`src/rtl/log_mel_pkg.sv`:
```
// Shared constants, state encoding and width helpers for the log-mel front end.
package log_mel_pkg;

    localparam int FFT_N_DEF      = 256;
    localparam int KEEP_BINS_DEF  = 129;
    localparam int NUM_FRAMES_DEF = 59;

    localparam int BIN_W = $clog2(FFT_N_DEF);
    localparam int FRM_W = $clog2(NUM_FRAMES_DEF);

    typedef enum logic [1:0] {
        IDLE,
        RUN,
        DONE
    } seq_state_t;

    // Counter width that never collapses to zero bits for degenerate sizes.
    function automatic int clog2_min1(input int v);
        return (v > 1) ? $clog2(v) : 1;
    endfunction

endpackage

```
`src/rtl/frame_bin_counter.sv`:
```
// Nested bin/frame counter: bin runs 0..FFT_N-1, frame advances on each bin wrap.
module frame_bin_counter
    import log_mel_pkg::*;
#(
    parameter int FFT_N      = FFT_N_DEF,
    parameter int NUM_FRAMES = NUM_FRAMES_DEF,
    localparam int BW        = clog2_min1(FFT_N),
    localparam int FW        = clog2_min1(NUM_FRAMES)
) (
    input  logic          i_clk,
    input  logic          i_rst_n,
    input  logic          i_clr,
    input  logic          i_inc,
    output logic [BW-1:0] o_bin,
    output logic [FW-1:0] o_frame,
    output logic          o_wrap,
    output logic          o_last
);

    localparam logic [BW-1:0] BIN_MAX = BW'(FFT_N - 1);
    localparam logic [FW-1:0] FRM_MAX = FW'(NUM_FRAMES - 1);

    logic [BW-1:0] r_bin;
    logic [FW-1:0] r_frame;

    always_ff @(posedge i_clk or negedge i_rst_n) begin
        if (!i_rst_n) begin
            r_bin   <= '0;
            r_frame <= '0;
        end else if (i_clr) begin
            r_bin   <= '0;
            r_frame <= '0;
        end else if (i_inc) begin
            if (r_bin == BIN_MAX) begin
                r_bin   <= '0;
                r_frame <= (r_frame == FRM_MAX) ? '0 : r_frame + 1'b1;
            end else begin
                r_bin <= r_bin + 1'b1;
            end
        end
    end

    // Wrap/last are level flags on the current count, qualified by the caller.
    assign o_bin   = r_bin;
    assign o_frame = r_frame;
    assign o_wrap  = (r_bin == BIN_MAX);
    assign o_last  = (r_frame == FRM_MAX);

endmodule

```
`src/rtl/frame_sequencer.sv`:
```
// Start/run/done sequencer for one utterance of FFT frames; forwards bins 0..KEEP_BINS-1.
// Optional sticky sequencing error flag enabled by defining SEQ_ERR_EN.
module frame_sequencer
    import log_mel_pkg::*;
#(
    parameter int I_BW       = 14,
    parameter int O_BW       = 14,
    parameter int FFT_N      = FFT_N_DEF,
    parameter int KEEP_BINS  = KEEP_BINS_DEF,
    parameter int NUM_FRAMES = NUM_FRAMES_DEF,
    localparam int BW        = clog2_min1(FFT_N),
    localparam int FW        = clog2_min1(NUM_FRAMES)
) (
    input  logic            i_clk,
    input  logic            i_rst_n,
    input  logic            i_start,
    input  logic            i_di_en,
    input  logic [I_BW-1:0] i_di_re,
    input  logic [I_BW-1:0] i_di_im,
    output logic            o_do_en,
    output logic [O_BW-1:0] o_do_re,
    output logic [O_BW-1:0] o_do_im,
    output logic [BW-1:0]   o_bin_idx,
    output logic [FW-1:0]   o_frame_idx,
    output logic            o_frame_first,
    output logic            o_frame_last,
    output logic            o_busy,
    output logic            o_done,
    output logic            o_err
);

    localparam logic [BW:0]   KEEP_L    = (BW + 1)'(KEEP_BINS);
    localparam logic [BW-1:0] KEEP_LAST = BW'(KEEP_BINS - 1);

    seq_state_t r_state;
    seq_state_t w_state_nxt;

    logic            w_cnt_clr;
    logic            w_cnt_inc;
    logic            w_fwd;
    logic            w_keep;
    logic            w_wrap;
    logic            w_last;
    logic [BW-1:0]   w_bin;
    logic [FW-1:0]   w_frame;
    logic [O_BW-1:0] w_re;
    logic [O_BW-1:0] w_im;

    logic            r_do_en;
    logic [O_BW-1:0] r_do_re;
    logic [O_BW-1:0] r_do_im;
    logic [BW-1:0]   r_bin_idx;
    logic [FW-1:0]   r_frame_idx;
    logic            r_frame_first;
    logic            r_frame_last;

    frame_bin_counter #(
        .FFT_N      (FFT_N),
        .NUM_FRAMES (NUM_FRAMES)
    ) u_cnt (
        .i_clk   (i_clk),
        .i_rst_n (i_rst_n),
        .i_clr   (w_cnt_clr),
        .i_inc   (w_cnt_inc),
        .o_bin   (w_bin),
        .o_frame (w_frame),
        .o_wrap  (w_wrap),
        .o_last  (w_last)
    );

    // Widen by sign extension, or narrow by keeping the MSBs without rounding.
    generate
        if (O_BW >= I_BW) begin : g_widen
            assign w_re = O_BW'(signed'(i_di_re));
            assign w_im = O_BW'(signed'(i_di_im));
        end else begin : g_narrow
            assign w_re = i_di_re[I_BW-1 -: O_BW];
            assign w_im = i_di_im[I_BW-1 -: O_BW];
        end
    endgenerate

    assign w_keep = ({1'b0, w_bin} < KEEP_L);

    always_ff @(posedge i_clk or negedge i_rst_n) begin
        if (!i_rst_n) begin
            r_state <= IDLE;
        end else begin
            r_state <= w_state_nxt;
        end
    end

    // start always wins over a coincident beat, in every state.
    always_comb begin
        w_state_nxt = r_state;
        w_cnt_clr   = 1'b0;
        w_cnt_inc   = 1'b0;
        w_fwd       = 1'b0;
        unique case (r_state)
            IDLE, DONE: begin
                if (i_start) begin
                    w_state_nxt = RUN;
                    w_cnt_clr   = 1'b1;
                end
            end
            RUN: begin
                if (i_start) begin
                    w_cnt_clr = 1'b1;
                end else if (i_di_en) begin
                    w_cnt_inc = 1'b1;
                    w_fwd     = w_keep;
                    if (w_wrap && w_last) begin
                        w_state_nxt = DONE;
                    end
                end
            end
            default: begin
                w_state_nxt = IDLE;
            end
        endcase
    end

    always_ff @(posedge i_clk or negedge i_rst_n) begin
        if (!i_rst_n) begin
            r_do_en       <= 1'b0;
            r_do_re       <= '0;
            r_do_im       <= '0;
            r_bin_idx     <= '0;
            r_frame_idx   <= '0;
            r_frame_first <= 1'b0;
            r_frame_last  <= 1'b0;
        end else begin
            r_do_en       <= w_fwd;
            r_frame_first <= w_fwd && (w_bin == '0);
            r_frame_last  <= w_fwd && (w_bin == KEEP_LAST);
            if (w_fwd) begin
                r_do_re     <= w_re;
                r_do_im     <= w_im;
                r_bin_idx   <= w_bin;
                r_frame_idx <= w_frame;
            end
        end
    end

`ifdef SEQ_ERR_EN
    logic r_err;
    logic w_err_set;
    logic w_err_clr;

    // Stray beats outside RUN, or an abort that cuts a frame short.
    assign w_err_clr = i_start && (r_state != RUN);
    assign w_err_set = ((r_state != RUN) && i_di_en && !i_start) ||
                       ((r_state == RUN) && i_start && (w_bin != '0));

    always_ff @(posedge i_clk or negedge i_rst_n) begin
        if (!i_rst_n) begin
            r_err <= 1'b0;
        end else if (w_err_clr) begin
            r_err <= 1'b0;
        end else if (w_err_set) begin
            r_err <= 1'b1;
        end
    end

    assign o_err = r_err;
`else
    assign o_err = 1'b0;
`endif

    assign o_do_en       = r_do_en;
    assign o_do_re       = r_do_re;
    assign o_do_im       = r_do_im;
    assign o_bin_idx     = r_bin_idx;
    assign o_frame_idx   = r_frame_idx;
    assign o_frame_first = r_frame_first;
    assign o_frame_last  = r_frame_last;
    assign o_busy        = (r_state == RUN);
    assign o_done        = (r_state == DONE);

endmodule

```
`config.mk`:
```
export PLATFORM = sky130hd
export DESIGN_NAME = frame_sequencer
export DESIGN_NICKNAME = d
export VERILOG_FILES = /design/src/rtl/log_mel_pkg.sv /design/src/rtl/frame_bin_counter.sv /design/src/rtl/frame_sequencer.sv
export SDC_FILE = /design/constraint.sdc
export NUM_CORES = 1
export LEC_CHECK = 0
export CAP_MARGIN = 30
export CORE_MARGIN = 5
export CORE_UTILIZATION = 45
export DETAILED_ROUTE_END_ITERATION = 8
export DONT_BUFFER_PORTS = 1
export GPL_ROUTABILITY_DRIVEN = 0
export PLACE_DENSITY = 0.58
export SYNTH_ARGS = -nofsm -noshare
export SYNTH_HDL_FRONTEND = slang
export SYNTH_SLANG_ARGS = --single-unit
```
`constraint.sdc`:
```
create_clock -name i_clk -period 2.3 [get_ports i_clk]
set_input_delay 0.23 -clock i_clk [delete_from_list [all_inputs] [get_ports i_clk]]
set_output_delay 0.23 -clock i_clk [all_outputs]
set_load 0.01 [all_outputs]
```
==> out/results.txt, run 1 <==
H-tree levels: 3
Hold Path Cell Cnt: 1
Antenna diodes: 0
initial antenna violation count: 0
FF+latch count, synth: 61
Crit Path Category: reg -> reg
Crit path max-delay family: flip-flops
site row count: 29
fill cell count: 532
P per Cell Area: 794 nW/um^2
reg2reg start: u_cnt.o_bin[4]$_DFFE_PN0P_
Max Root-Sink Buffers: 2
Post-DRT Antenna Nets: 0
synthesized net count: 238
vias in the first global route: 1606
overall power: 2440 uW
WL final: 5260 microns
total CTS buffers: 9
global-route wire length before repair: 7910 microns
setup bufs post-CTS: 0
register area share after synthesis: 0.538
DR pass1 iterations: 4
Starting DRT DRC Count: 66
commonest cells after routing, fill and taps aside: dfrtp_1, mux2_4, nor2_1, clkbuf_8, a21oi_1
post_cts resized: 0
# clock sinks: 61
CP Max Fanout: 38
R2R depth: 5
layout cells sized above 1: 0.302
largest net degree at the start of global routing: 62
Max IR drop VDD: 0.431 mV
Clock transition at path regs: 70 ps
fmax: 528 MHz
minimum clock period: 1890 ps
All-Layer GR Usage: 0.134
setup TNS: 0 ps
gr ovfl total: 0
total core area: 6240 sq um
Post-synth EDFFs: 0
Main synth FF type: dfrtp_1
CP bufs+invs: 1
most common cell after layout, fill and taps aside: dfrtp_1
CTS Hold Bufs: 3
Area Overhead vs Synth: 8.52%
Sw Pwr: 637 uW
Worst Setup Start Kind: flop
Hold Vio Cnt, Final: 0
WP data required: 2520 ps
clk_skew: 7.42 ps
cell count after placement: 273
Residual DRC: 0
WL/cell: 18.0 microns
internal power: 1810 uW
Synth async-reset ratio: 1.00
clock power share: 0.341
Port Buffers: 0
unrepaired setup endpoints after global routing: no
Post-Layout Cell Count: 292
post-synth cell types: 41
Worst setup startpoint: u_cnt.o_bin[4]$_DFFE_PN0P_
worst-skew pair later-pin latency: 330 ps
sequential power share: 0.546
CP endpoint kind: flop
Gate Count Post-Synth: 202
Stages on worst setup path: 5
Ys Warns: 0
hold path start: i_di_im[10]
via count: 1597
CTS tree: done
leak pwr: 0.00150 uW
Initial Util: 0.454
# setup viols final: 0
final HPWL from detailed placement: 3650 microns
Die Ht: 89.4 microns
Period Utilization, post-route: 0.824
min-delay worst type: in -> reg
Clock Tree Root: clkbuf_8
num ports: 80
area of the die: 7990 sq um
status: finished, final reports clean
vias per cell: 5.47
Nets: 246
Max stage delay on crit path: 450 ps
max cap viols: 0
critical path data arrival time: 2110 ps
Gate power share: 0.113
critical path, cell by cell: nor4_1 > nand3b_1 > a21o_2 > buf_12 > mux2_4
Net Sw Frac: 0.261
WHS: 39.0 ps
mapped cell area: 2840 sq um
Die Span X: 89.4 microns
Max Slew Vio Count: 0
syn_area_per_cell: 14.0 sq um
slowest CP cell: dfrtp_1
[metrics by stage]
stage	area, sq um	setup slack, ps	utilization
finish	3080	405	0.493
global route	3080	284	0.493
CTS	3080	404	0.493
detailed placement	2850	414	0.457
global placement	2850	455	0.457
floorplan	2840	599	-
[cell usage after synthesis, types with 2 or more instances]
cell type,n,area share
a21o_1,5,0.013
a21oi_1,7,0.012
a22o_1,3,0.0093
a31oi_1,2,0.0044
and2_1,4,0.0088
and3_1,2,0.0044
buf_12,4,0.028
buf_2,2,0.0035
buf_6,2,0.0079
dfrtp_1,61,0.54
ha_1,4,0.018
inv_1,5,0.0066
mux2_2,3,0.012
mux2_4,39,0.21
mux2i_1,2,0.0071
nand2_1,3,0.0040
nand3_1,6,0.011
nand3b_1,2,0.0053
nand4_1,2,0.0044
nor2_1,11,0.015
nor2b_1,3,0.0066
nor3_1,4,0.0071
o21ai_0,5,0.0088
o2bb2ai_1,2,0.0062
o31ai_1,2,0.0053
or4_1,2,0.0053
[flip-flops by register name, indices dropped and copies added, names as in the netlist]
name	flops
o_do_im	14
o_do_re	14
o_bin_idx	8
u_cnt.o_bin	8
o_frame_idx	6
u_cnt.o_frame	6
r_state	2
o_do_en	1
o_frame_first	1
o_frame_last	1
[worst register-to-register path, cell delays in order (launching register included)]
cell	delay, ps
dfrtp_1	450
nor4_1	310
nand3b_1	150
a21o_2	300
buf_12	210
mux2_4	370
[layer usage]
metal | routed length, microns | GRT usage | up-vias
met1 | 2240 | 0.162 | 771
met3 | 534 | 0.0581 | 11
li1 | - | - | 749
met2 | 2380 | 0.200 | 66
met5 | 0 | 0 | -
met4 | 109 | 0.0758 | 0
[worst paths after layout]
check,to,slack [ps]
setup / recovery,o_do_im[9]$_DFFE_PN0P_,410
hold / removal,o_do_im[10]$_DFFE_PN0P_,40
setup reg to reg,o_do_im[9]$_DFFE_PN0P_,410
hold reg to reg,o_bin_idx[7]$_DFFE_PN0P_,570
max in group asynchronous,o_do_re[6]$_DFFE_PN0P_,1610
min in group asynchronous,o_do_im[6]$_DFFE_PN0P_,420
[area by class of cell]
| class | count | area, sq um | share of cell area |
|---|---|---|---|
| sequential | 61 | 1530 | 0.496 |
| timing repair buffer | 7 | 90.1 | 0.0293 |
| clock inverter | 4 | 22.5 | 0.00732 |
| clock buffer | 12 | 155 | 0.0504 |
| inverter | 5 | 18.8 | 0.00610 |
| tap | 77 | 96.3 | 0.0313 |
| multi-input combinational | 126 | 1170 | 0.379 |
[power by group through the flow]
stage / logic, uW / registers, uW / clock network, uW
after CTS: 280 / 1340 / 872
after floorplan: 236 / 1320 / 0
after global routing: 301 / 1350 / 917
after global placement: 240 / 1350 / 0
after detailed placement: 248 / 1360 / 0
final: 276 / 1330 / 834
[cells by family after synthesis]
family                   synth area share
AND/OR/NAND/NOR                    0.0834
other                             0.00132
adder cells (fa/ha/maj)            0.0177
buffers and inverters              0.0503
multiplexers                        0.226
flip-flops                          0.538
AO/OA/AOI/OAI                      0.0803
XOR/XNOR                          0.00309
(Power assumes the default switching activity.)
==> inputs of run 2 (changes only) <==
--- a/config.mk
+++ b/config.mk
@@ -5,13 +5,14 @@
 export SDC_FILE = /design/constraint.sdc
 export NUM_CORES = 1
 export LEC_CHECK = 0
+export ABC_AREA = 1
 export CAP_MARGIN = 30
 export CORE_MARGIN = 5
 export CORE_UTILIZATION = 45
 export DETAILED_ROUTE_END_ITERATION = 8
 export DONT_BUFFER_PORTS = 1
 export GPL_ROUTABILITY_DRIVEN = 0
-export PLACE_DENSITY = 0.58
+export PLACE_DENSITY = 0.6
 export SYNTH_ARGS = -nofsm -noshare
 export SYNTH_HDL_FRONTEND = slang
 export SYNTH_SLANG_ARGS = --single-unit
==> constraint.sdc (replaced) <==
create_clock -name i_clk -period 1.7 [get_ports i_clk]
set_input_delay 0.17 -clock i_clk [delete_from_list [all_inputs] [get_ports i_clk]]
set_output_delay 0.17 -clock i_clk [all_outputs]
set_load 0.01 [all_outputs]
==> run 2 against run 1 <==
Synthesized cell count rose by 67%. Synthesized area rose by 0.79%. Via count rose by 44%. Global-route usage rose by 2.9 points. Fmax rose by 23%. Final cell count rose by 54%. Clock skew barely moved. Combinational power rose by 47%. First-iteration DRC count rose by 120%. Worst setup slack got worse by 240 ps. Worst hold slack improved by 120 ps. Critical endpoint is now o_do_im[2]$_DFFE_PN0P_.
==> out/results.txt, run 2 <==
Die Ht: 89.7 microns
DR pass1 iterations: 4
Crit Path Category: reg -> reg
# clock sinks: 61
Gate Count Post-Synth: 338
Post-DRT Antenna Nets: 0
Antenna diodes: 0
Starting DRT DRC Count: 143
clock power share: 0.329
Metal-1 WL: 2790 microns
minimum clock period: 1540 ps
CTS Hold Bufs: 31
setup TNS: 0 ps
R2R depth: 8
layout cells sized above 1: 0.107
Sw Pwr: 966 uW
synthesized net count: 374
multi-input logic area: 1100 sq um
clk_skew: 7.08 ps
total CTS buffers: 9
WL final: 6440 microns
hold path start: i_di_en
post-synthesis mux area share: 0
vias per cell: 5.10
post_cts resized: 0
initial antenna violation count: 0
status: finished, final reports clean
unrepaired setup endpoints after global routing: no
RR Endpoint: o_do_im[2]$_DFFE_PN0P_
Worst Setup Start Kind: flop
Period Utilization, post-route: 0.905
Clock transition at path regs: 60 ps
Max Root-Sink Buffers: 2
compound-cell area share of the yosys netlist: 0.0276
critical path data arrival time: 1760 ps
Area Overhead vs Synth: 18.5%
post-synth cell types: 25
internal power: 2340 uW
top sig layer: met4
# setup viols final: 0
setup bufs post-CTS: 0
min-delay worst type: in -> reg
Synth async-reset ratio: 1.00
via count: 2294
WL met3: 627 microns
P per Cell Area: 976 nW/um^2
Port Buffers: 0
final HPWL from detailed placement: 4160 microns
leak pwr: 0.00175 uW
area of the die: 8040 sq um
met2 WL: 2980 microns
Main synth FF type: dfrtp_1
WL/cell: 14.3 microns
post-synthesis xor/xnor area fraction: 0
syn_area_per_cell: 8.45 sq um
Net Sw Frac: 0.292
sequential power share: 0.549
fmax: 650 MHz
Max IR drop VDD: 0.691 mV
Die Span X: 89.7 microns
most common cell after layout, fill and taps aside: nand2_1
Gate power share: 0.122
CTS tree: done
FF+latch count, synth: 61
commonest cells after routing, fill and taps aside: nand2_1, dfrtp_1, nand3_1
vias in the first global route: 2142
reg2reg start: u_cnt.o_bin[0]$_DFFE_PN0P_
main combinational cell family by area after synthesis: simple AND/OR/NAND/NOR gates
Initial Util: 0.455
Post-Layout Cell Count: 450
num ports: 80
Place WS: 178 ps
CP Max Fanout: 19
Synth area leaders: dfrtp_1, nand2_1, nand3_1
largest net degree at the start of global routing: 62
gr ovfl total: 0
global-route wire length before repair: 10100 microns
mapped cell area: 2860 sq um
Clock Tree Root: clkbuf_8
fin worst setup slack: 162 ps
Hold Path Cell Cnt: 4
register area share after synthesis: 0.534
H-tree levels: 3
Worst Hold End: r_state[1]$_DFFE_PN0P_
Hold Vio Cnt, Final: 0
All-Layer GR Usage: 0.163
synth cell count leaders: nand2_1, dfrtp_1, nand3_1, nor2_1, inv_1
site row count: 29
adder-cell share of the synthesized area: 0.0175
Synth area leader: dfrtp_1
CP endpoint kind: flop
Yosys top cell area share: 0.534
Max Slew Vio Count: 0
simple-gate area share of the yosys netlist: 0.339
fill cell count: 586
Post-synth EDFFs: 0
Residual DRC: 0
Ys Warns: 0
R2R Setup Slk: 160 ps
overall power: 3310 uW
register area: 1530 sq um
WP data required: 1920 ps
max cap viols: 0
cell count after placement: 404
total core area: 6280 sq um
worst-skew pair later-pin latency: 330 ps
most frequent cell after synthesis: nand2_1
Nets: 405
==> run 2: cells by family after synthesis <==
group / Yosys count
AOI/OAI and AO/OA: 13
adders and majority gates: 4
other: 1
buffers and inverters: 38
and+or+nand+nor: 221
DFF: 61
==> run 2: critical path: stages, from the launching register on <==
cell and delay, ps:
dfrtp_1 420, inv_1 110, ha_1 230, nand4_4 150, nand2_4 120, nand2_4 60, buf_4 210, nand2_1 90
nand2_1 50
==> run 2: worst max-delay path by stage <==
stage                                    start                          to  slack (ps)  cells past startpoint
floorplan           u_cnt.o_bin[0]$_DFFE_PN0P_    o_bin_idx[0]$_DFFE_PN0P_         380                      8
global placement    u_cnt.o_bin[0]$_DFFE_PN0P_  o_frame_idx[3]$_DFFE_PN0P_         200                      8
detailed placement  u_cnt.o_bin[0]$_DFFE_PN0P_      o_do_im[5]$_DFFE_PN0P_         180                      8
CTS                 u_cnt.o_bin[0]$_DFFE_PN0P_      o_do_im[5]$_DFFE_PN0P_         170                      8
global route        u_cnt.o_bin[0]$_DFFE_PN0P_  o_frame_idx[3]$_DFFE_PN0P_          40                      8
finish              u_cnt.o_bin[0]$_DFFE_PN0P_      o_do_im[2]$_DFFE_PN0P_         160                      8
==> run 2: final cells by class <==
class | instances | area share
clock buffer | 10 | 0.0407
clock inverter | 5 | 0.00813
inverter | 20 | 0.0229
multi-input combinational | 239 | 0.326
sequential | 61 | 0.451
tap | 77 | 0.0285
timing repair buffer | 38 | 0.123
==> run 2: per-layer routing <==
layer,vias to the layer above,GRT usage
met5,-,0
met4,0,0.0474
met3,6,0.0712
met2,65,0.257
met1,1092,0.203
li1,1131,-
==> run 2: power by group through the flow <==
stage / Clock (uW) / Sequential (uW) / Combinational, uW
4_1_cts: 1130 / 1820 / 408
3_3_place_gp: 0 / 1840 / 305
2_1_floorplan: 0 / 1800 / 276
5_1_grt: 1190 / 1840 / 462
6_report: 1090 / 1810 / 405
3_5_place_dp: 0 / 1850 / 312
==> run 2: stage by stage <==
step,area (sq um),hold slack [ps],util
2_1_floorplan,2860,-126,-
3_3_place_gp,2890,-124,0.461
3_5_place_dp,2890,-124,0.461
4_1_cts,3390,156,0.539
5_1_grt,3390,179,0.539
6_report,3390,164,0.539
